==> config.mk <==
export PLATFORM = sky130hd
export DESIGN_NAME = alu_issue_stage
export DESIGN_NICKNAME = d
export VERILOG_FILES = /design/src/rtl/alu_issue_stage.sv
export SDC_FILE = /design/constraint.sdc
export NUM_CORES = 1
export LEC_CHECK = 0
export ABC_CLOCK_PERIOD_IN_PS = 6220
export CORE_MARGIN = 10
export CORE_UTILIZATION = 56
export CTS_CLUSTER_SIZE = 30
export DETAILED_ROUTE_END_ITERATION = 12
export PLACE_DENSITY = 0.84
export SYNTH_ARGS = -nofsm -noshare
export SYNTH_HDL_FRONTEND = slang
export SYNTH_SLANG_ARGS = --single-unit
==> constraint.sdc <==
create_clock -name clk -period 6.22 [get_ports clk]
set_clock_uncertainty 0.05 [all_clocks]
set_input_delay 1.866 -clock clk [delete_from_list [all_inputs] [get_ports clk]]
set_output_delay 1.866 -clock clk [all_outputs]
set_load 0.02 [all_outputs]
==> src/rtl/alu_issue_stage.sv <==
// alu_issue_stage: buffers {a,b,op} commands in a DEPTH-entry FIFO, drives the external
// combinational alu from registers, captures its result and returns it over valid/ready.
// Optional build macro ALU_FLAGS_EN adds the rsp_zero / rsp_neg result flags.
module alu_issue_stage #(
    parameter int DEPTH = 4
) (
    input  logic                     clk,
    input  logic                     rst,
    input  logic                     cmd_valid,
    output logic                     cmd_ready,
    input  logic [7:0]               cmd_a,
    input  logic [7:0]               cmd_b,
    input  logic [1:0]               cmd_op,
    output logic [7:0]               alu_a,
    output logic [7:0]               alu_b,
    output logic [1:0]               alu_op,
    input  logic [15:0]              alu_result,
    output logic                     rsp_valid,
    input  logic                     rsp_ready,
    output logic [15:0]              rsp_data,
`ifdef ALU_FLAGS_EN
    output logic                     rsp_zero,
    output logic                     rsp_neg,
`endif
    output logic [$clog2(DEPTH):0]   fifo_level,
    output logic                     busy
);

    localparam int PTR_W = $clog2(DEPTH);

    typedef enum logic [1:0] {
        OP_ADD = 2'b00,
        OP_SUB = 2'b01,
        OP_MUL = 2'b10,
        OP_XOR = 2'b11
    } opcode_t;

    typedef enum logic [1:0] {
        IDLE  = 2'd0,
        DRIVE = 2'd1,
        RESP  = 2'd2
    } state_t;

    state_t           state;
    state_t           state_next;

    // FIFO entry layout: {op[17:16], a[15:8], b[7:0]}
    logic [17:0]      mem [DEPTH];
    logic [PTR_W-1:0] wr_ptr;
    logic [PTR_W-1:0] rd_ptr;
    logic [PTR_W:0]   count;

    logic             full;
    logic             empty;
    logic             push;
    logic             pop;
    logic             capture;
    logic             rsp_done;

    assign full       = (count == (PTR_W + 1)'(DEPTH));
    assign empty      = (count == '0);
    assign cmd_ready  = !full;
    assign push       = cmd_valid && !full;
    assign fifo_level = count;
    assign busy       = (state != IDLE) || !empty;

    // FIFO control: pointers wrap naturally because DEPTH is a power of two
    always_ff @(posedge clk) begin
        if (rst) begin
            wr_ptr <= '0;
            rd_ptr <= '0;
            count  <= '0;
        end else begin
            if (push) wr_ptr <= wr_ptr + PTR_W'(1);
            if (pop)  rd_ptr <= rd_ptr + PTR_W'(1);
            case ({push, pop})
                2'b10:   count <= count + (PTR_W + 1)'(1);
                2'b01:   count <= count - (PTR_W + 1)'(1);
                default: count <= count;
            endcase
        end
    end

    // FIFO storage: payload only, never needs clearing since count gates every read
    always_ff @(posedge clk) begin
        if (push) mem[wr_ptr] <= {cmd_op, cmd_a, cmd_b};
    end

    // FSM state register
    always_ff @(posedge clk) begin
        if (rst) state <= IDLE;
        else     state <= state_next;
    end

    // FSM next state and strobes; pop only sees entries registered before this edge
    always_comb begin
        state_next = state;
        pop        = 1'b0;
        capture    = 1'b0;
        rsp_done   = 1'b0;
        case (state)
            IDLE: begin
                if (!empty) begin
                    pop        = 1'b1;
                    state_next = DRIVE;
                end
            end
            DRIVE: begin
                capture    = 1'b1;
                state_next = RESP;
            end
            RESP: begin
                if (rsp_ready) begin
                    rsp_done = 1'b1;
                    if (!empty) begin
                        pop        = 1'b1;
                        state_next = DRIVE;
                    end else begin
                        state_next = IDLE;
                    end
                end
            end
            default: state_next = IDLE;
        endcase
    end

    // alu operand registers: change only when a command is popped
    always_ff @(posedge clk) begin
        if (rst) begin
            alu_a  <= 8'd0;
            alu_b  <= 8'd0;
            alu_op <= OP_ADD;
        end else if (pop) begin
            {alu_op, alu_a, alu_b} <= mem[rd_ptr];
        end
    end

    // response register: capture in DRIVE, hold until accepted
    always_ff @(posedge clk) begin
        if (rst) begin
            rsp_valid <= 1'b0;
            rsp_data  <= 16'd0;
        end else if (capture) begin
            rsp_valid <= 1'b1;
            rsp_data  <= alu_result;
        end else if (rsp_done) begin
            rsp_valid <= 1'b0;
        end
    end

`ifdef ALU_FLAGS_EN
    // result flags travel with rsp_data and are captured on the same edge
    always_ff @(posedge clk) begin
        if (rst) begin
            rsp_zero <= 1'b0;
            rsp_neg  <= 1'b0;
        end else if (capture) begin
            rsp_zero <= (alu_result == 16'd0);
            rsp_neg  <= (alu_op == OP_SUB) && (alu_a < alu_b);
        end
    end
`endif

endmodule

==> run summary <==
Run
* maxcap violations: 0

Setup path
* CP Cell Sequence: clkdlybuf4s50_1 -> nor2b_1 -> nor3_4 -> ha_1 -> inv_1 -> fa_1 -> xor2_1 -> or3_1 -> a21oi_1
* Startpoint Class: primary input
* cell count of the worst reg-to-reg path: 8
* cell family with the largest share of critical-path delay: simple AND/OR/NAND/NOR gates
* Crit Path Max Fanout: 19
* kind of critical path: in -> reg
* FF-to-FF End: fifo_level[2]
* endpoint class of the critical path: register
* Worst R2R Start: state[1]
* arrival time of data at the critical path endpoint: 4.57 ns
* FF-to-FF setup slack: 3.44 ns
* Critical path buffers and inverters: 2
* cell with the biggest individual delay on the critical path: sky130_fd_sc_hd__nor3_4
* biggest cell delay along the critical path: 0.70 ns
* data required time at the worst endpoint: 6.62 ns

Timing
* Peak Freq: 240 MHz
* min cycle time layout: 4.16 ns
* Hold Violations, Final: 0
* setup repair after global routing missed its margin: false
* Setup Viol. Count Final: 0
* WHS: 0.407 ns
* Worst Max-Slew Pin Slew: 1.12 ns
* Post-Route Setup TNS: 0 ns
* part of the cycle the worst path needs: 67.0%
* number of pins exceeding their max-slew limit in the final report: 0
* minimum setup slack in the final design: 2.06 ns
* headroom to the max-slew limit: 24.6%

Routing
* remaining routing DRC violations: 0
* number of design-rule violations left by the first detailed-router iteration: 109
* per-cell via count in the routed design: 5.44
* routed wire length: 9270 um
* Detail Route Antenna Nets: 0
* via total after detailed routing: 2,636
* Pre-antenna DRT Iters: 4
* post-DR wirelength/cell: 19.1 um

Yosys
* post-synthesis xor/xnor area fraction: 0.396%
* warnings from Yosys: 0
* Synthesized Nets: 335
* share of synthesized area occupied by flip-flops and latches: 68.9%
* share of the synthesized area in compound gates (AO/OA/AOI/OAI): 6.94%
* Avg Inst Size Synth: 15.2 sq um
* synthesized-area fraction occupied by adder cells: 1.87%
* portion of netlist area occupied by mux cells: 9.43%
* dominant combinational cell family by area after synthesis: simple AND/OR/NAND/NOR gates
* Post-Synth Simple-Gate Area: 9.46%
* post-synthesis register bit count: 116
* Netlist Area Pre-Place: 4420 sq um
* count of unique library cells instantiated by Yosys: 34
* cell count after synthesis: 291

Finish
* fraction of final layout cells with drive strength greater than 1: 14.6%
* diodes inserted: 0
* most frequent cells in the layout: sky130_fd_sc_hd__clkdlybuf4s50_1, sky130_fd_sc_hd__edfxtp_1, sky130_fd_sc_hd__dfxtp_1, sky130_fd_sc_hd__nand2_1, sky130_fd_sc_hd__a21oi_1
* final layout net count: 414
* utilization of the core after routing: 75.3%
* most common cell after layout, fill and taps aside: sky130_fd_sc_hd__clkdlybuf4s50_1
* FF+latch area: 3040 sq um
* area of the multi-input gates: 1240 sq um
* area added between synthesis and finish: 31.1%
* number of fill cells in the layout: 469

Floorplan
* initial standard-cell utilization of the core: 57.5%
* FP Rows: 32
* vertical die dimension: 109 um
* die area: 11,800 sq um
* Horiz. Die Dim: 109 um
* top-level port count: 78
* core outline area: 7690 sq um

Status
* run status: complete, no violations

Clock network
* worst-skew pair later-pin latency: 0.52 ns
* number of levels the H-tree was split into: 4
* Post-CTS Hold Buffers: 0
* number of gates resized after CTS: 0
* TritonCTS buffer count: 17
* clock root buffer master: sky130_fd_sc_hd__clkbuf_8
* # Post-CTS Setup Buffers: 0
* clk sinks: 116
* CTS tree: done
* CTS max path bufs: 2
* clock transition at the register clock pins on the worst setup and hold paths after CTS: 0.06 ns

Placed design
* gpl congestion: 0.698
* Setup Slack @ Placement: 1.56 ns
* half-perimeter wire length after detailed placement: 5780 um
* count of buffers from port buffering: 77

Pwr
* Switching Share: 31.5%
* standby leakage power: 1.95 nW
* cell internal power dissipation: 1.89 mW
* clock network fraction of design power: 33.5%
* fraction of power consumed by combinational cells: 28.1%
* Max VDD drop: 0.339 mV
* P per Cell Area: 476 nW/um^2
* Seq pwr share: 38.4%
* switching power of the nets: 0.869 mW

Global route
* global-route usage over all layers: 16.2%
* wire length of the first global-routing pass: 14,500 um
* via count of the first global-routing pass: 2,806
* initial antenna violation count: 0
* total global routing overflow: 0
* maximum number of pins on one net before global-route repair: 46

Min path
* Hold Path Origin: rsp_data[11]
* cell depth of the worst hold path: 2
* worst min path class: reg -> reg
* sink of the worst hold path: rsp_data[11]

==> worst max-delay path by stage <==
| stage | from | endpoint | slack, ns | cells past startpoint |
|---|---|---|---|---|
| finish | rsp_ready | fifo_level[2] | 2.06 | 9 |
| global route | rsp_ready | fifo_level[2] | 1.92 | 9 |
| CTS | rsp_ready | fifo_level[2] | 2.06 | 9 |
| detailed placement | rsp_ready | fifo_level[2] | 1.56 | 9 |
| global placement | rsp_ready | fifo_level[2] | 1.67 | 9 |
| floorplan | rsp_ready | fifo_level[2] | 2.48 | 10 |
==> tightest hold or removal path, cell delays in order, from the launching register on <==
cell and delay, ns:
sky130_fd_sc_hd__dfxtp_1 0.31, sky130_fd_sc_hd__nand2_1 0.05, sky130_fd_sc_hd__a21oi_1 0.05
==> final cells by class <==
type	instances	share of cell area (%)
Clock inverter	15	2.72
Multi-Input combinational cell	150	21.4
Sequential cell	116	52.5
Tap cell	102	2.20
Inverter	6	0.389
Timing Repair Buffer	79	13.6
Clock buffer	17	7.15
==> state kept, by name (all words and copies together), names as in the netlist <==
register and cells:
state 2, rsp_valid 1, fifo_level 3, wr_ptr 2
mem 72, rsp_data 16, rd_ptr 2, alu_a 8
alu_op 2, alu_b 8
==> per-stage QoR <==
step | cells | area, sq um | total power, mW
6_report | 485 | 5790 | 2.75
5_1_grt | 485 | 5790 | 2.88
4_1_cts | 485 | 5790 | 2.78
3_5_place_dp | 453 | 5220 | 1.85
3_3_place_gp | 453 | 5220 | 1.81
2_1_floorplan | 291 | 4420 | 1.55
==> cells in the mapped netlist <==
library cell,count,area (sq um)
sky130_fd_sc_hd__a21o_1,2,15.0
sky130_fd_sc_hd__nor3_1,1,5.00
sky130_fd_sc_hd__and2b_1,1,7.51
sky130_fd_sc_hd__nor4b_1,1,8.76
sky130_fd_sc_hd__buf_2,5,25.0
sky130_fd_sc_hd__nor3_4,1,16.3
sky130_fd_sc_hd__or4_1,1,7.51
sky130_fd_sc_hd__o21ai_0,1,5.00
sky130_fd_sc_hd__nand2_1,36,135
sky130_fd_sc_hd__o2bb2ai_2,1,15.0
sky130_fd_sc_hd__nand3_1,2,10.0
sky130_fd_sc_hd__nor4_4,1,21.3
sky130_fd_sc_hd__mux2_2,1,11.3
sky130_fd_sc_hd__edfxtp_1,72,2160
sky130_fd_sc_hd__xor2_1,2,17.5
sky130_fd_sc_hd__inv_1,6,22.5
sky130_fd_sc_hd__and3_1,4,25.0
sky130_fd_sc_hd__nor2b_1,3,18.8
sky130_fd_sc_hd__a21oi_1,23,115
sky130_fd_sc_hd__o2bb2ai_1,17,149
sky130_fd_sc_hd__nor3_2,1,10.0
sky130_fd_sc_hd__fa_1,1,20.0
sky130_fd_sc_hd__dfxtp_1,44,881
sky130_fd_sc_hd__mux4_2,18,405
sky130_fd_sc_hd__nor2_1,5,18.8
sky130_fd_sc_hd__o31ai_1,1,7.51
sky130_fd_sc_hd__or3_1,1,6.26
sky130_fd_sc_hd__buf_6,3,33.8
sky130_fd_sc_hd__clkbuf_1,6,22.5
sky130_fd_sc_hd__nand2b_1,19,119
sky130_fd_sc_hd__ha_1,5,62.6
sky130_fd_sc_hd__buf_1,2,7.51
sky130_fd_sc_hd__buf_4,3,22.5
sky130_fd_sc_hd__or3b_1,1,8.76
==> cells by family (layout without fill, tap and decap cells) <==
family | count (synthesis) | after routing
adder cells (fa/ha/maj) | 6 | 6
AND/OR/NAND/NOR | 78 | 78
AO/OA/AOI/OAI | 45 | 45
multiplexers | 19 | 19
XOR/XNOR | 2 | 2
flip-flops | 116 | 116
buffers and inverters | 25 | 117
==> metal layers <==
metal / vias to the layer above / wire, um / GRT usage [%]
li1: 1237 / - / -
met1: 1279 / 3820 / 18.3
met2: 105 / 4520 / 26.7
met3: 15 / 757 / 5.90
met4: 0 / 172 / 8.10
met5: - / 0 / 0
==> power groups by stage <==
stage	registers [mW]	logic, mW	clock network (mW)
after CTS	1.06	0.788	0.931
final	1.06	0.775	0.922
after floorplan	1.13	0.413	0
after global placement	1.06	0.752	0
after global routing	1.07	0.838	0.969
after detailed placement	1.07	0.778	0
Note: power is estimated with default switching activity, not from simulation.
